File: config.mk
export PLATFORM = sky130hd
export DESIGN_NAME = dv_checkpoint_monitor_flat
export DESIGN_NICKNAME = d
export VERILOG_FILES = /design/src/rtl/dv_checkpoint_monitor_if.sv /design/src/rtl/dv_checkpoint_monitor.sv /design/src/flat_wrapper.sv
export SDC_FILE = /design/constraint.sdc
export NUM_CORES = 1
export LEC_CHECK = 0
export CAP_MARGIN = 5
export CORE_AREA = 8 8 61 89
export DETAILED_ROUTE_END_ITERATION = 16
export DIE_AREA = 0 0 69 97
export MAX_ROUTING_LAYER = met4
export PLACE_DENSITY = 0.74
export SLEW_MARGIN = 20
export SYNTH_ARGS = -nofsm -noshare
export SYNTH_HDL_FRONTEND = slang
export SYNTH_SLANG_ARGS = --single-unit
File: constraint.sdc
create_clock -name wb_clk_i -period 2.75 [get_ports wb_clk_i]
set_clock_uncertainty 0.2 [all_clocks]
set_input_delay 0.4125 -clock wb_clk_i [delete_from_list [all_inputs] [get_ports wb_clk_i]]
set_output_delay 0.4125 -clock wb_clk_i [all_outputs]
set_load 0.05 [all_outputs]
File: src/rtl/dv_checkpoint_monitor_if.sv
// dv_checkpoint_monitor_if
//   Groups the checkpoint monitor's observation inputs and status outputs.
//   Clock and reset are kept as plain ports on the monitor itself.
//
//   Signals
//     enable_i     arm the monitor; low aborts the run and returns to idle
//     cp_i         firmware checkpoint field (may glitch)
//     done_i       firmware done field
//     busy_o       monitor is waiting for start, tracking, or waiting for done
//     pass_o       sticky pass
//     fail_o       sticky fail
//     fail_code_o  0 none, 1 timeout, 2 sequence error, 3 reserved
//     cp_idx_o     number of checkpoints accepted so far
//
//   Modports
//     master  the side that drives the firmware fields and watches the result
//     slave   the monitor
interface dv_checkpoint_monitor_if #(
  parameter int CP_WIDTH   = 6,
  parameter int DONE_WIDTH = 2,
  parameter int IDX_WIDTH  = 2
);
  logic                  enable_i;
  logic [CP_WIDTH-1:0]   cp_i;
  logic [DONE_WIDTH-1:0] done_i;
  logic                  busy_o;
  logic                  pass_o;
  logic                  fail_o;
  logic [1:0]            fail_code_o;
  logic [IDX_WIDTH-1:0]  cp_idx_o;

  modport master (
    output enable_i, cp_i, done_i,
    input  busy_o, pass_o, fail_o, fail_code_o, cp_idx_o
  );

  modport slave (
    input  enable_i, cp_i, done_i,
    output busy_o, pass_o, fail_o, fail_code_o, cp_idx_o
  );
endinterface

File: src/rtl/dv_checkpoint_monitor.sv
// dv_checkpoint_monitor
//   Checkpoint/progress monitor for DV benches and on-chip self-test. It watches
//   a firmware checkpoint field, checks that an ordered list of expected codes
//   appears, then waits for the done field to reach its required value. A
//   watchdog counter bounds the whole run. The verdict (pass or fail with a
//   cause) is sticky until enable_i drops or reset is applied.
//
//   Ports
//     wb_clk_i  clock
//     wb_rst_i  synchronous reset, active-high
//     bus       dv_checkpoint_monitor_if.slave (enable_i, cp_i, done_i in;
//               busy_o, pass_o, fail_o, fail_code_o, cp_idx_o out)
//
//   Configuration macro
//     CP_MON_STEP_WDOG_EN  when defined, the watchdog restarts on every accepted
//                          checkpoint (a per-step limit); otherwise one global
//                          limit runs from leaving idle.
//
//   TIMEOUT_CYCLES must be at least 2 and TO_WIDTH wide enough for
//   TIMEOUT_CYCLES-1.
module dv_checkpoint_monitor #(
  parameter int                            CP_WIDTH       = 6,
  parameter int                            NUM_CP         = 3,
  parameter logic [NUM_CP*CP_WIDTH-1:0]    EXP_SEQ        = {6'd2, 6'd1, 6'd0},
  parameter int                            DONE_WIDTH     = 2,
  parameter logic [DONE_WIDTH-1:0]         DONE_MASK      = 2'b11,
  parameter logic [DONE_WIDTH-1:0]         DONE_VALUE     = 2'b00,
  parameter int                            STABLE_CYCLES  = 4,
  parameter int                            TIMEOUT_CYCLES = 200000,
  parameter int                            TO_WIDTH       = 18,
  localparam int                           IDX_WIDTH      = $clog2(NUM_CP + 1)
) (
  input  logic                     wb_clk_i,
  input  logic                     wb_rst_i,
  dv_checkpoint_monitor_if.slave   bus
);

  localparam int STAB_W = (STABLE_CYCLES > 1) ? $clog2(STABLE_CYCLES) : 1;
  localparam logic [STAB_W-1:0]    STAB_MAX  = STAB_W'(STABLE_CYCLES - 1);
  localparam logic [TO_WIDTH-1:0]  TO_LIMIT  = TO_WIDTH'(TIMEOUT_CYCLES - 1);
  localparam logic [IDX_WIDTH-1:0] LAST_IDX  = IDX_WIDTH'(NUM_CP - 1);

`ifdef CP_MON_STEP_WDOG_EN
  localparam bit STEP_WDOG = 1'b1;
`else
  localparam bit STEP_WDOG = 1'b0;
`endif

  typedef enum logic [2:0] {
    S_IDLE,
    S_WAIT_START,
    S_TRACK,
    S_WAIT_DONE,
    S_PASS,
    S_FAIL
  } state_t;

  state_t                 state;
  logic [CP_WIDTH-1:0]    cp_q;
  logic [STAB_W-1:0]      stab_cnt;
  logic                   cp_stable;
  logic [TO_WIDTH-1:0]    to_cnt;
  logic [TO_WIDTH-1:0]    to_inc;
  logic                   to_hit;
  logic [IDX_WIDTH-1:0]   cp_idx;
  logic                   pass_r;
  logic                   fail_r;
  logic [1:0]             fail_code_r;
  logic [CP_WIDTH-1:0]    exp_cur;
  logic [CP_WIDTH-1:0]    exp_prev;
  logic                   hit_cur;
  logic                   hit_prev;
  logic                   done_ok;

  // Glitch filter: cp_q trails cp_i by one edge, and stab_cnt counts how many
  // consecutive edges the two agreed. It saturates at the threshold so a held
  // value stays "stable" for as long as it is held, which the hold rule in
  // tracking relies on.
  always_ff @(posedge wb_clk_i) begin
    if (wb_rst_i) begin
      cp_q     <= '0;
      stab_cnt <= '0;
    end else begin
      cp_q <= bus.cp_i;
      if (bus.cp_i != cp_q) begin
        stab_cnt <= '0;
      end else if (stab_cnt != STAB_MAX) begin
        stab_cnt <= stab_cnt + 1'b1;
      end
    end
  end

  assign cp_stable = (stab_cnt == STAB_MAX);

  // Expected code for the next checkpoint and the one just accepted.
  always_comb begin
    exp_cur  = '0;
    exp_prev = '0;
    for (int k = 0; k < NUM_CP; k++) begin
      if (cp_idx == IDX_WIDTH'(k)) begin
        exp_cur = EXP_SEQ[k*CP_WIDTH +: CP_WIDTH];
      end
      if (cp_idx == IDX_WIDTH'(k + 1)) begin
        exp_prev = EXP_SEQ[k*CP_WIDTH +: CP_WIDTH];
      end
    end
  end

  assign hit_cur  = cp_stable && (cp_q == exp_cur);
  assign hit_prev = cp_stable && (cp_q == exp_prev);
  assign done_ok  = ((bus.done_i & DONE_MASK) == DONE_VALUE);

  // The watchdog fires on the edge where the counter reaches the limit.
  assign to_inc = to_cnt + 1'b1;
  assign to_hit = (to_inc == TO_LIMIT);

  // Main sequencer. Priority inside the active states: timeout, then the
  // done/accept/sequence-error decision, so a timeout on the same edge as an
  // accept or a pass always wins.
  always_ff @(posedge wb_clk_i) begin
    if (wb_rst_i || !bus.enable_i) begin
      state       <= S_IDLE;
      to_cnt      <= '0;
      cp_idx      <= '0;
      pass_r      <= 1'b0;
      fail_r      <= 1'b0;
      fail_code_r <= 2'd0;
    end else begin
      case (state)
        S_IDLE: begin
          state  <= S_WAIT_START;
          to_cnt <= '0;
          cp_idx <= '0;
        end
        S_WAIT_START, S_TRACK, S_WAIT_DONE: begin
          to_cnt <= to_inc;
          if (to_hit) begin
            state       <= S_FAIL;
            fail_r      <= 1'b1;
            fail_code_r <= 2'd1;
          end else if (state == S_WAIT_DONE) begin
            if (done_ok) begin
              state  <= S_PASS;
              pass_r <= 1'b1;
            end
          end else if (hit_cur) begin
            cp_idx <= cp_idx + 1'b1;
            if (STEP_WDOG) begin
              to_cnt <= '0;
            end
            state <= (cp_idx == LAST_IDX) ? S_WAIT_DONE : S_TRACK;
          end else if ((state == S_TRACK) && cp_stable && !hit_prev) begin
            // Before the start code arrives other values are ignored; once
            // tracking, anything stable that is neither the last accepted
            // code nor the next one is a sequence error.
            state       <= S_FAIL;
            fail_r      <= 1'b1;
            fail_code_r <= 2'd2;
          end
        end
        default: begin
        end
      endcase
    end
  end

  assign bus.busy_o      = (state == S_WAIT_START) || (state == S_TRACK) ||
                           (state == S_WAIT_DONE);
  assign bus.pass_o      = pass_r;
  assign bus.fail_o      = fail_r;
  assign bus.fail_code_o = fail_code_r;
  assign bus.cp_idx_o    = cp_idx;

endmodule

File: src/flat_wrapper.sv
// flat-port wrapper written by rule: the top's interface ports become plain ports
module dv_checkpoint_monitor_flat 
#(
  parameter int                            CP_WIDTH       = 6,
  parameter int                            NUM_CP         = 3,
  parameter logic [NUM_CP*CP_WIDTH-1:0]    EXP_SEQ        = {6'd2, 6'd1, 6'd0},
  parameter int                            DONE_WIDTH     = 2,
  parameter logic [DONE_WIDTH-1:0]         DONE_MASK      = 2'b11,
  parameter logic [DONE_WIDTH-1:0]         DONE_VALUE     = 2'b00,
  parameter int                            STABLE_CYCLES  = 4,
  parameter int                            TIMEOUT_CYCLES = 200000,
  parameter int                            TO_WIDTH       = 18,
  localparam int                           IDX_WIDTH      = $clog2(NUM_CP + 1)
)
  (wb_clk_i, wb_rst_i, bus_enable_i, bus_cp_i, bus_done_i, bus_busy_o, bus_pass_o, bus_fail_o, bus_fail_code_o, bus_cp_idx_o);
  dv_checkpoint_monitor_if #(.CP_WIDTH(CP_WIDTH), .DONE_WIDTH(DONE_WIDTH), .IDX_WIDTH(2)) bus_i ();
  input  logic wb_clk_i;
  input  logic wb_rst_i;
  input wire logic [$bits(bus_i.enable_i)-1:0] bus_enable_i;
  input wire logic [$bits(bus_i.cp_i)-1:0] bus_cp_i;
  input wire logic [$bits(bus_i.done_i)-1:0] bus_done_i;
  output wire logic [$bits(bus_i.busy_o)-1:0] bus_busy_o;
  output wire logic [$bits(bus_i.pass_o)-1:0] bus_pass_o;
  output wire logic [$bits(bus_i.fail_o)-1:0] bus_fail_o;
  output wire logic [$bits(bus_i.fail_code_o)-1:0] bus_fail_code_o;
  output wire logic [$bits(bus_i.cp_idx_o)-1:0] bus_cp_idx_o;
  assign bus_i.enable_i = bus_enable_i;
  assign bus_i.cp_i = bus_cp_i;
  assign bus_i.done_i = bus_done_i;
  assign bus_busy_o = bus_i.busy_o;
  assign bus_pass_o = bus_i.pass_o;
  assign bus_fail_o = bus_i.fail_o;
  assign bus_fail_code_o = bus_i.fail_code_o;
  assign bus_cp_idx_o = bus_i.cp_idx_o;
  dv_checkpoint_monitor #(.CP_WIDTH(CP_WIDTH), .NUM_CP(NUM_CP), .EXP_SEQ(EXP_SEQ), .DONE_WIDTH(DONE_WIDTH), .DONE_MASK(DONE_MASK), .DONE_VALUE(DONE_VALUE), .STABLE_CYCLES(STABLE_CYCLES), .TIMEOUT_CYCLES(TIMEOUT_CYCLES), .TO_WIDTH(TO_WIDTH)) u_core (.wb_clk_i(wb_clk_i), .wb_rst_i(wb_rst_i), .bus(bus_i));
endmodule
==> reports/qor.txt <==
status -> finished, final reports clean
Placer Congestion -> 0.957
P&R area growth vs syn -> 17.7%
Post-CTS Resized -> 0
Seq/Total Area, Yosys -> 33.4%
Yosys top cell by area -> dfxtp_1
CP cell instances -> or2_2, nand2b_1, inv_1, buf_4
DP HPWL -> 3820 um
Design Area, Final -> 2470 um2
Worst Setup Start Kind -> flop
yosys warns -> 0
MaxCap Viol Count -> 0
WP buf/inv -> 2
fin crit period -> 2560 ps
CTS tree -> built
clk buf depth -> 2
core area -> 4140 um2
fin nets -> 301
Die Footprint -> 6690 um2
met1 GRT Util -> 15.3%
largest vdd supply drop -> 0.415 mV
first-pass GRT wire length -> 9070 um
1st-iter DRT viols -> 137
Setup Buffers After CTS -> 0
Post-CTS Hold Buffers -> 0
arrival time at the worst endpoint -> 1940 ps
commonest non-fill, non-tap cell in the layout -> dfxtp_1
worst stage delay on the critical path -> 420 ps
slowest stage cell on the critical path -> dfxtp_1
Syn Area/Cell -> 7.97 um2
drt total wl -> 5120 um
fraction of layout cells with a size suffix above 1 -> 11.9%
Synth Register Bits -> 35
hold_ws -> 254 ps
Synth Net Count -> 280
initial antenna violation count -> 0
Max-slew headroom -> 62.7%
CP endpoint kind -> output port
DIE HEIGHT -> 97 um
final setup violating endpoints -> 0
main flop type after synthesis -> dfxtp_1
combinational cell fraction of total power -> 7.1%
H-tree depth -> 2
Int Pwr -> 0.820 mW
Async SR Flop Fraction -> 0%
crit path kind -> reg -> out
Fin Setup TNS -> 0 ps
Starting Density -> 50.7%
largest net degree at the start of global routing -> 19
drt pass-1 iters -> 4
Pwr per Cell Area -> 431 nW/um2
Netlist cell types -> 56
Max Slew Vio Count -> 0
synthesized instance count -> 263
worst-margin pin slew -> 555 ps
hold crit path type -> reg -> reg
critical path peak fanout -> 12
dominant cells by area after synthesis -> dfxtp_1, a21oi_1, xnor2_1, nand2_1, ha_1
Die Wd -> 69 um
Design Power -> 1.06 mW
required time worst endpoint -> 2140 ps
period utilization -> 93.0%
clk root buf -> clkbuf_8
Psw -> 0.243 mW
Num CTS Buffers -> 5
synthesized area -> 2100 um2
Post-synth EDFFs -> 0
fmax -> 0.391 GHz
RSZ-0062 raised after global routing -> false
Via-to-Cell Ratio -> 6.10
GRT Residual Overflow -> 0
GRT Util Overall -> 16.1%
num rows -> 29
dpl cell area -> 2350 um2
Remaining DRCs -> 0
commonest non-fill, non-tap cells in the layout -> dfxtp_1, a21oi_1, nand2_1, nor2_1, clkdlybuf4s50_1
Crit path max-delay family -> simple AND/OR/NAND/NOR gates
clock network power share -> 44.0%
met2 Use GR -> 29.7%
Port Buf Inserts -> 17
count of clock tree sinks -> 35
Sw Share -> 22.8%
clock-pin slew on the worst setup and hold paths -> 80 ps
Leak -> 0.857 nW
Routed WL per cell -> 15.5 um
sequential share of power -> 48.9%
Worst-Skew Late Latency -> 290 ps
DR vias -> 2018
Hold Vio Cnt, Final -> 0
vias in the first global route -> 1990
Util after Layout -> 59.6%
GRT Max-Usage Layer -> met2
final antenna-violating net count -> 0
Yosys top cell area share -> 33.4%
GRT met3 Usage -> 3.27%
Ports -> 18
n_diodes -> 0
[area by class of cell]
cell class / instances / area (um2)
repair buffers: 30 / 265
well taps: 46 / 57.6
flip-flops and latches: 35 / 701
clock inverters: 3 / 43.8
inverters: 9 / 33.8
multi-input cells: 203 / 1300
clock buffers: 5 / 68.8
fillers: 391 / 1670
[routing by layer]
| layer | up-vias | wire [um] |
|---|---|---|
| li1 | 994 | - |
| met1 | 955 | 1940 |
| met2 | 51 | 2760 |
| met3 | 18 | 237 |
| met4 | 0 | 172 |
| met5 | - | 0 |
[sequential cells by signal, indices dropped and copies added (netlist names)]
register and flops:
u_core.to_cnt 18, u_core.cp_q 6, u_core.state 3, u_core.bus.cp_idx_o 2
u_core.bus.fail_code_o 2, u_core.stab_cnt 2, u_core.bus.fail_o 1, u_core.bus.pass_o 1
[power groups by stage]
stage | logic, mW | clock network [mW] | registers, mW
floorplan | 0.0445 | 0 | 0.529
global placement | 0.0751 | 0 | 0.531
detailed placement | 0.0753 | 0 | 0.532
CTS | 0.0760 | 0.478 | 0.520
global route | 0.0842 | 0.498 | 0.521
finish | 0.0756 | 0.468 | 0.520
[Yosys cell counts, types with 3 or more instances]
cell type	count
or3_1	4
inv_1	9
o21ai_1	3
nand2b_1	4
nand4_1	4
and4_1	5
clkbuf_1	11
a21oi_1	28
xor2_1	6
dfxtp_1	35
nor3_1	9
nor4_1	3
nand3_1	9
xnor2_1	10
a31oi_1	7
ha_1	6
buf_2	4
nand2_1	21
nor2b_1	9
o22ai_1	3
o21ai_0	13
nor2_1	20
[per-stage QoR]
step,cells,setup slack [ps]
after detailed placement,323,173
final,331,193
after global placement,323,231
after CTS,331,153
after global routing,331,26.4
after floorplan,263,167
[tightest hold or removal path, stage by stage, from the launching register on]
cell and delay, ps:
dfxtp_1 310, nand2_1 50, a21oi_1 50
[path summary, 6_finish.rpt]
| check | slack [ps] | endpoint | start | cells after the start |
|---|---|---|---|---|
| worst max-delay path | 190 | bus_busy_o | u_core.state[0] | 4 |
| worst min-delay path | 250 | u_core.bus.fail_code_o[0] | u_core.bus.fail_code_o[0] | 2 |
| worst max register to register | 200 | u_core.state[0] | u_core.to_cnt[2] | 6 |
| worst min register to register | 250 | u_core.bus.fail_code_o[0] | u_core.bus.fail_code_o[0] | 2 |
[kinds of logic after synthesis]
group                    count (synthesis)  synth area share (%)
AND/OR/NAND/NOR                        108                  29.4
AO/OA/AOI/OAI                           70                  20.5
flip-flops                              35                  33.4
XOR/XNOR                                16                  6.69
multiplexers                             2                  1.01
adder cells (fa/ha/maj)                  7                  4.06
buffers and inverters                   25                  4.90
Power figures use the tool's default switching activity.
